--- src/rtl/mem_bus_arbiter.sv ---
// Two-master / one-slave valid-ready bus arbiter with round-robin grants,
// transaction locking until ready, and a per-transfer timeout watchdog.
module mem_bus_arbiter #(
  parameter int unsigned TIMEOUT   = 1024,
  parameter int unsigned TIMEOUT_W = 16,
  parameter logic [31:0] ERR_RDATA = 32'hDEADBEEF
) (
  input  logic        clk,
  input  logic        rstn,

  input  logic        m0_valid,
  output logic        m0_ready,
  input  logic [31:0] m0_addr,
  input  logic [31:0] m0_wdata,
  input  logic [3:0]  m0_wstrb,
  output logic [31:0] m0_rdata,

  input  logic        m1_valid,
  output logic        m1_ready,
  input  logic [31:0] m1_addr,
  input  logic [31:0] m1_wdata,
  input  logic [3:0]  m1_wstrb,
  output logic [31:0] m1_rdata,

  output logic        s_valid,
  input  logic        s_ready,
  output logic [31:0] s_addr,
  output logic [31:0] s_wdata,
  output logic [3:0]  s_wstrb,
  input  logic [31:0] s_rdata,

  output logic [1:0]  grant,
  output logic        timeout_err,
  input  logic        err_clr
);

  typedef enum logic [1:0] {
    IDLE  = 2'd0,
    BUSY0 = 2'd1,
    BUSY1 = 2'd2
  } state_e;

  localparam logic [TIMEOUT_W-1:0] TIMEOUT_C = TIMEOUT_W'(TIMEOUT);
  localparam logic                 WD_EN     = (TIMEOUT != 0);

  state_e               state_q, state_d;
  logic                 last_q, last_d;
  logic [TIMEOUT_W-1:0] cnt_q, cnt_d;
  logic                 err_q, err_d;

  // Owner-side request selected by the current lock.
  logic                 own_sel_s;
  logic                 own_valid_s;
  logic [31:0]          own_addr_s;
  logic [31:0]          own_wdata_s;
  logic [3:0]           own_wstrb_s;
  logic                 timeout_s;
  logic                 own_ready_s;
  logic [31:0]          own_rdata_s;

  // State, round-robin pointer, watchdog counter and sticky error flag.
  always_ff @(posedge clk or negedge rstn) begin
    if (!rstn) begin
      state_q <= IDLE;
      last_q  <= 1'b1;
      cnt_q   <= '0;
      err_q   <= 1'b0;
    end else begin
      state_q <= state_d;
      last_q  <= last_d;
      cnt_q   <= cnt_d;
      err_q   <= err_d;
    end
  end

  // Request mux for the locked master.
  always_comb begin
    own_sel_s   = (state_q == BUSY1);
    own_valid_s = own_sel_s ? m1_valid : m0_valid;
    own_addr_s  = own_sel_s ? m1_addr  : m0_addr;
    own_wdata_s = own_sel_s ? m1_wdata : m0_wdata;
    own_wstrb_s = own_sel_s ? m1_wstrb : m0_wstrb;
  end

  // Arbitration, lock release, watchdog and bus steering.
  always_comb begin
    state_d     = state_q;
    last_d      = last_q;
    cnt_d       = cnt_q;
    err_d       = err_q;
    timeout_s   = 1'b0;
    own_ready_s = 1'b0;
    own_rdata_s = 32'h0000_0000;
    s_valid     = 1'b0;
    s_addr      = 32'h0000_0000;
    s_wdata     = 32'h0000_0000;
    s_wstrb     = 4'b0000;
    grant       = 2'b00;

    case (state_q)
      IDLE: begin
        cnt_d = '0;
        if (m0_valid && m1_valid) begin
          state_d = last_q ? BUSY0 : BUSY1;
        end else if (m0_valid) begin
          state_d = BUSY0;
        end else if (m1_valid) begin
          state_d = BUSY1;
        end else begin
          state_d = IDLE;
        end
      end

      BUSY0, BUSY1: begin
        grant   = own_sel_s ? 2'b10 : 2'b01;
        s_addr  = own_addr_s;
        s_wdata = own_wdata_s;
        s_wstrb = own_wstrb_s;
        cnt_d   = cnt_q + TIMEOUT_W'(1);
        // A master that has already withdrawn is aborted, never timed out.
        timeout_s = WD_EN && own_valid_s && (cnt_q == TIMEOUT_C) && !s_ready;
        if (timeout_s) begin
          s_valid     = 1'b0;
          own_ready_s = 1'b1;
          own_rdata_s = ERR_RDATA;
          state_d     = IDLE;
          last_d      = own_sel_s;
        end else begin
          s_valid     = own_valid_s;
          own_ready_s = s_ready;
          own_rdata_s = s_rdata;
          if (!own_valid_s) begin
            state_d = IDLE;
          end else if (s_ready) begin
            state_d = IDLE;
            last_d  = own_sel_s;
          end else begin
            state_d = state_q;
          end
        end
      end

      default: begin
        state_d = IDLE;
      end
    endcase

    if (timeout_s) begin
      err_d = 1'b1;
    end else if (err_clr) begin
      err_d = 1'b0;
    end else begin
      err_d = err_q;
    end
  end

  // Completion steering: only the lock owner ever sees ready or rdata.
  always_comb begin
    m0_ready = 1'b0;
    m1_ready = 1'b0;
    m0_rdata = 32'h0000_0000;
    m1_rdata = 32'h0000_0000;
    if (state_q == BUSY0) begin
      m0_ready = own_ready_s;
      m0_rdata = own_rdata_s;
    end else if (state_q == BUSY1) begin
      m1_ready = own_ready_s;
      m1_rdata = own_rdata_s;
    end else begin
      m0_ready = 1'b0;
      m1_ready = 1'b0;
    end
  end

  assign timeout_err = err_q;

endmodule

--- config.mk ---
export PLATFORM = sky130hd
export DESIGN_NAME = mem_bus_arbiter
export DESIGN_NICKNAME = d
export VERILOG_FILES = /design/src/rtl/mem_bus_arbiter.sv
export SDC_FILE = /design/constraint.sdc
export NUM_CORES = 1
export LEC_CHECK = 0
export ABC_CLOCK_PERIOD_IN_PS = 2100
export CORE_AREA = 2 2 122 124
export CTS_BUF_LIST = sky130_fd_sc_hd__clkbuf_8
export DETAILED_ROUTE_END_ITERATION = 12
export DIE_AREA = 0 0 124 126
export PLACE_DENSITY = 0.63
export SLEW_MARGIN = 20
export SYNTH_ARGS = -nofsm -noshare
export SYNTH_HDL_FRONTEND = slang
export SYNTH_SLANG_ARGS = --single-unit
--- constraint.sdc ---
create_clock -name clk -period 2.1 [get_ports clk]
set_clock_uncertainty 0.1 [all_clocks]
set_input_delay 0.315 -clock clk [delete_from_list [all_inputs] [get_ports clk]]
set_output_delay 0.315 -clock clk [all_outputs]
set_load 0.1 [all_outputs]
* Word-level counts from Yosys, hierarchy flattened
Index checks and enable logic that the tools add are counted. Widths: inputs -> output; s select.
Storage, ports and cells: output and inout bits 138, word-level logic and storage cells 56, bits in registers 20
Operators by class: reduce and logical (&&, ||, !) cells 11, equal/unequal tests 4, $add $sub $neg 1, multiplexer cells 36
Operator list (number):
- $mux 32 | 9
- $pmux 16 s2 | 1
- $mux 2 | 9
- $add 16x1->16 const B | 1
- $eq 16x11->1 const B | 1
- $mux 1 | 14
- $mux 4 | 2
- $reduce_bool 2->1 | 4
- $ne 4x4->1 const B | 1
- $pmux 2 s2 | 1
- $logic_and 1x1->1 | 3
- $reduce_and 3->1 | 1
- $eq 2x1->1 const B | 1
- $eq 2x2->1 const B | 1
- $logic_not 2->1 | 1
- $reduce_or 2->1 | 1
- $logic_not 1->1 | 1

* Depth between registers and ports, before layout
depth in word-level cells 8, gate-level depth with buffers 10, depth with buffers taken out 6

* Worst setup path before layout
OpenSTA, ideal clock, no wires.
path kind reg-to-output, start point register state_q[0], end point output m0_rdata[25], buffers on the path 3, cell stages (with the launch flop) 10, slack -2203 ps, arrival 3888 ps, cells stage by stage dfrtp_1 inv_1 ha_1 buf_2 mux2_2 nand2_1 or3b_1 clkbuf_1 buf_2 a21boi_0
On the way: longest elaborated chain between the ends 7
Ends and longest elaborated chain:
- from (decl) | RTL line 46 | state_e state_q, state_d;
- from (signal assigned) | RTL line 69 | state_q <= state_d;
- $eq 2x2->1 (*) | RTL line 78 | own_sel_s = (state_q == BUSY1);
- named net own_sel_s | RTL line 52 | logic own_sel_s;
- $mux 1 | RTL line 79 | own_valid_s = own_sel_s ? m1_valid : m0_valid;
- $logic_and 1x1->1 (2 in a row) | RTL line 121 | timeout_s = WD_EN && own_valid_s && (cnt_q == TIMEOUT_C) && !s_ready;
- $mux 32 | RTL line 122 | if (timeout_s) begin
- $mux 32 (*) | RTL line 100 | case (state_q)
- $mux 32 (*) | RTL line 163 | if (state_q == BUSY0) begin
- to (decl) | RTL line 16 | output logic [31:0] m0_rdata,
The timed path passes the listed nets; every way through them passes the cells marked *.

* Worst setup path after layout
start point register cnt_q[1], end point output m1_rdata[30]
On the way: longest elaborated chain between the ends 7
Ends and longest elaborated chain:
- from (decl) | RTL line 48 | logic [TIMEOUT_W-1:0] cnt_q, cnt_d;
- from (signal assigned) | RTL line 71 | cnt_q <= cnt_d;
- $eq 16x11->1 | RTL line 121
- $logic_and 1x1->1 (2 in a row) | RTL line 121
- $mux 32 | RTL line 122
- $mux 32 | RTL line 100
- $mux 32 | RTL line 166 | end else if (state_q == BUSY1) begin
- $mux 32 | RTL line 163
- to (decl) | RTL line 23 | output logic [31:0] m1_rdata,
No other way between the ends.

==> summary.md <==
| Metric | Value |
|---|---|
| Status | `complete, but fails checks` |
| Failing checks | `setup timing` |
| Final HPWL from detailed placement | `13700 µm` |
| CP dominant cell by count | `buf_12` |
| Yosys Warn Count | `0` |
| Period utilization | `1.34` |
| DR iter-0 viols | `117` |
| Critical path data arrival time | `2410 ps` |
| Number of fill cells | `895` |
| Total Wirelength | `18800 µm` |
| Row count | `44` |
| Reg clk slew, reported paths | `80 ps` |
| Min cycle time layout | `2820 ps` |
| RSZ-0062 raised after global routing | `true` |
| Max clock buf depth | `2` |
| Finished Cell Area | `10700 µm²` |
| R2R depth | `8` |
| Antenna violations before repair | `0` |
| Die X | `124 µm` |
| HP Class | `input pin to asynchronous set/reset pin` |
| Measured slew at the worst slew-check pin | `501 ps` |
| CP Launch Type | `register` |
| Most common cell after layout, fill and taps aside | `clkdlybuf4s50_1` |
| CP Max Fanout | `9` |
| Root Buffer | `clkbuf_8` |
| Slew Viols, Final | `0` |
| Core area | `14300 µm²` |
| Sequential element share of the synthesized area | `0.168` |
| Slew HR | `0.664` |
| Syn nets | `566` |
| Starting Density | `0.209` |
| CP peak stage delay | `410 ps` |
| Setup_tns | `-74400 ps` |
| Reg2reg setup slack | `110 ps` |
| Worst R2R Start | `state_q[1]` |
| CTS sink count | `20` |
| Tot GR Track Use | `0.234` |
| Vias in the first global route | `4769` |
| Asr flop ratio synth | `1.00` |
| Pre-antenna DRT Iters | `4` |
| Min setup slack post-route | `-723 ps` |
| Final hold viol count | `0` |
| Worst skew pair latency | `280 ps` |
| Crit. End Element | `output port` |
| Seq. cell area | `503 µm²` |
| Multi-input logic area | `4320 µm²` |
| Cells after synthesis | `385` |
| Critical path's top delay family | `simple AND/OR/NAND/NOR gates` |
| CP max stage cell | `or3b_4` |
| CP bufs+invs | `4` |
| Kind of critical path | `register to output port` |
| Synth-to-Final Area Change | `258%` |
| Routed Antenna Nets | `0` |
| Height of the die | `126 µm` |
| CTS tree | `done` |
| DR vias/cell | `4.65` |
| Max Clock Freq | `354 MHz` |
| Worst R2R End | `cnt_q[13]` |
| Commonest non-fill, non-tap cells in the layout | `clkdlybuf4s50_1 (173), buf_12 (149), nor2b_4 (69)` |
| Critical path required time | `1680 ps` |
| Layout cell share with drive strength beyond 1 | `0.605` |
| Placer congestion estimate | `0.842` |
| Setup violators final | `135` |
| Routed length per instance | `20.2 µm` |
| Critical Path, Cell by Cell | `inv_2, ha_4, nor4b_4, and4_4, or3b_4, buf_12, buf_12, a21oi_4, buf_12` |
| Hold Buf Count CTS | `0` |
| Maxcap violations | `0` |
| Ys flop type | `dfrtp_1` |
| CTS Buf Count | `3` |
| Synthesized area | `2990 µm²` |
| EDFF count, synth | `0` |
| First-pass GRT wire length | `27700 µm` |
| Total grt overflow | `0` |
| Avg Inst Size Synth | `7.77 µm²` |
| Number of I/O pins | `312` |
| # nets final | `929` |
| FF+latch count, synth | `20` |
| Port Buf Inserts | `311` |
| DRC errors left | `0` |
| Die area | `15600 µm²` |
| Count of different cell masters after synthesis | `44` |
| Pre-CTS setup slack | `-472 ps` |
| DP Area | `9110 µm²` |
| Largest net degree at the start of global routing | `29` |
| Vias | `4328` |
| N_diodes | `0` |
| H-tree depth | `1` |
stage by stage:
stage / hold WS [ps] / std cells / utilization
2_1_floorplan: -80.6 / 385 / -
3_3_place_gp: 422 / 896 / 0.636
3_5_place_dp: 435 / 896 / 0.636
4_1_cts: 293 / 927 / 0.736
5_1_grt: 317 / 931 / 0.748
6_report: 282 / 931 / 0.748
sequential cells by signal, summed over array words and instances (netlist names):
name	cells
state_q	2
cnt_q	16
last_q	1
timeout_err	1
Yosys cell counts (9+ instances only):
master,n,area share
nor2b_1,69,0.14
mux2i_1,72,0.24
a21oi_2,9,0.026
and2_1,16,0.033
dfrtp_1,19,0.16
clkbuf_1,20,0.025
nor2_1,13,0.016
nand2_1,35,0.044
a21oi_1,20,0.033
a21boi_0,22,0.055
timing repair:
item                       in CTS  in global routing
buffers inserted               16                 14
pin swaps                      27                 12
resized for setup             183                 40
cloned                         12                  0
setup endpoints to repair     137                140
cell type report:
type / count / area share
tap: 184 / 0.0215
clock buffer: 4 / 0.00514
timing repair buffer: 393 / 0.521
sequential: 20 / 0.0470
inverter: 7 / 0.00245
multi-input combinational: 323 / 0.403
kinds of logic (layout without fill, tap and decap cells):
| group | count (synthesis) | count (layout) | synth area share |
|---|---|---|---|
| AND/OR/NAND/NOR | 166 | 166 | 0.314 |
| flip-flops | 20 | 20 | 0.168 |
| multiplexers | 75 | 75 | 0.252 |
| AO/OA/AOI/OAI | 67 | 67 | 0.152 |
| XOR/XNOR | 8 | 8 | 0.0234 |
| adder cells (fa/ha/maj) | 7 | 7 | 0.0293 |
| buffers and inverters | 42 | 404 | 0.0611 |
layer usage:
layer	global-route usage	part of all wire
met1	0.243	0.34
met2	0.458	0.56
met3	0.0566	0.068
met4	0.0621	0.025
met5	0	0
worst max path at each step:
stage	start	end	cells past startpoint
after CTS	cnt_q[0]	m0_rdata[9]	9
final	cnt_q[1]	m1_rdata[30]	9
after global routing	cnt_q[1]	m1_rdata[30]	9
after global placement	cnt_q[0]	m0_rdata[30]	8
after floorplan	cnt_q[0]	m1_rdata[18]	10
after detailed placement	cnt_q[0]	m0_rdata[30]	8
Power is not shown: default switching activity piles up to over one toggle a cycle in this logic, so the estimate is an artifact.
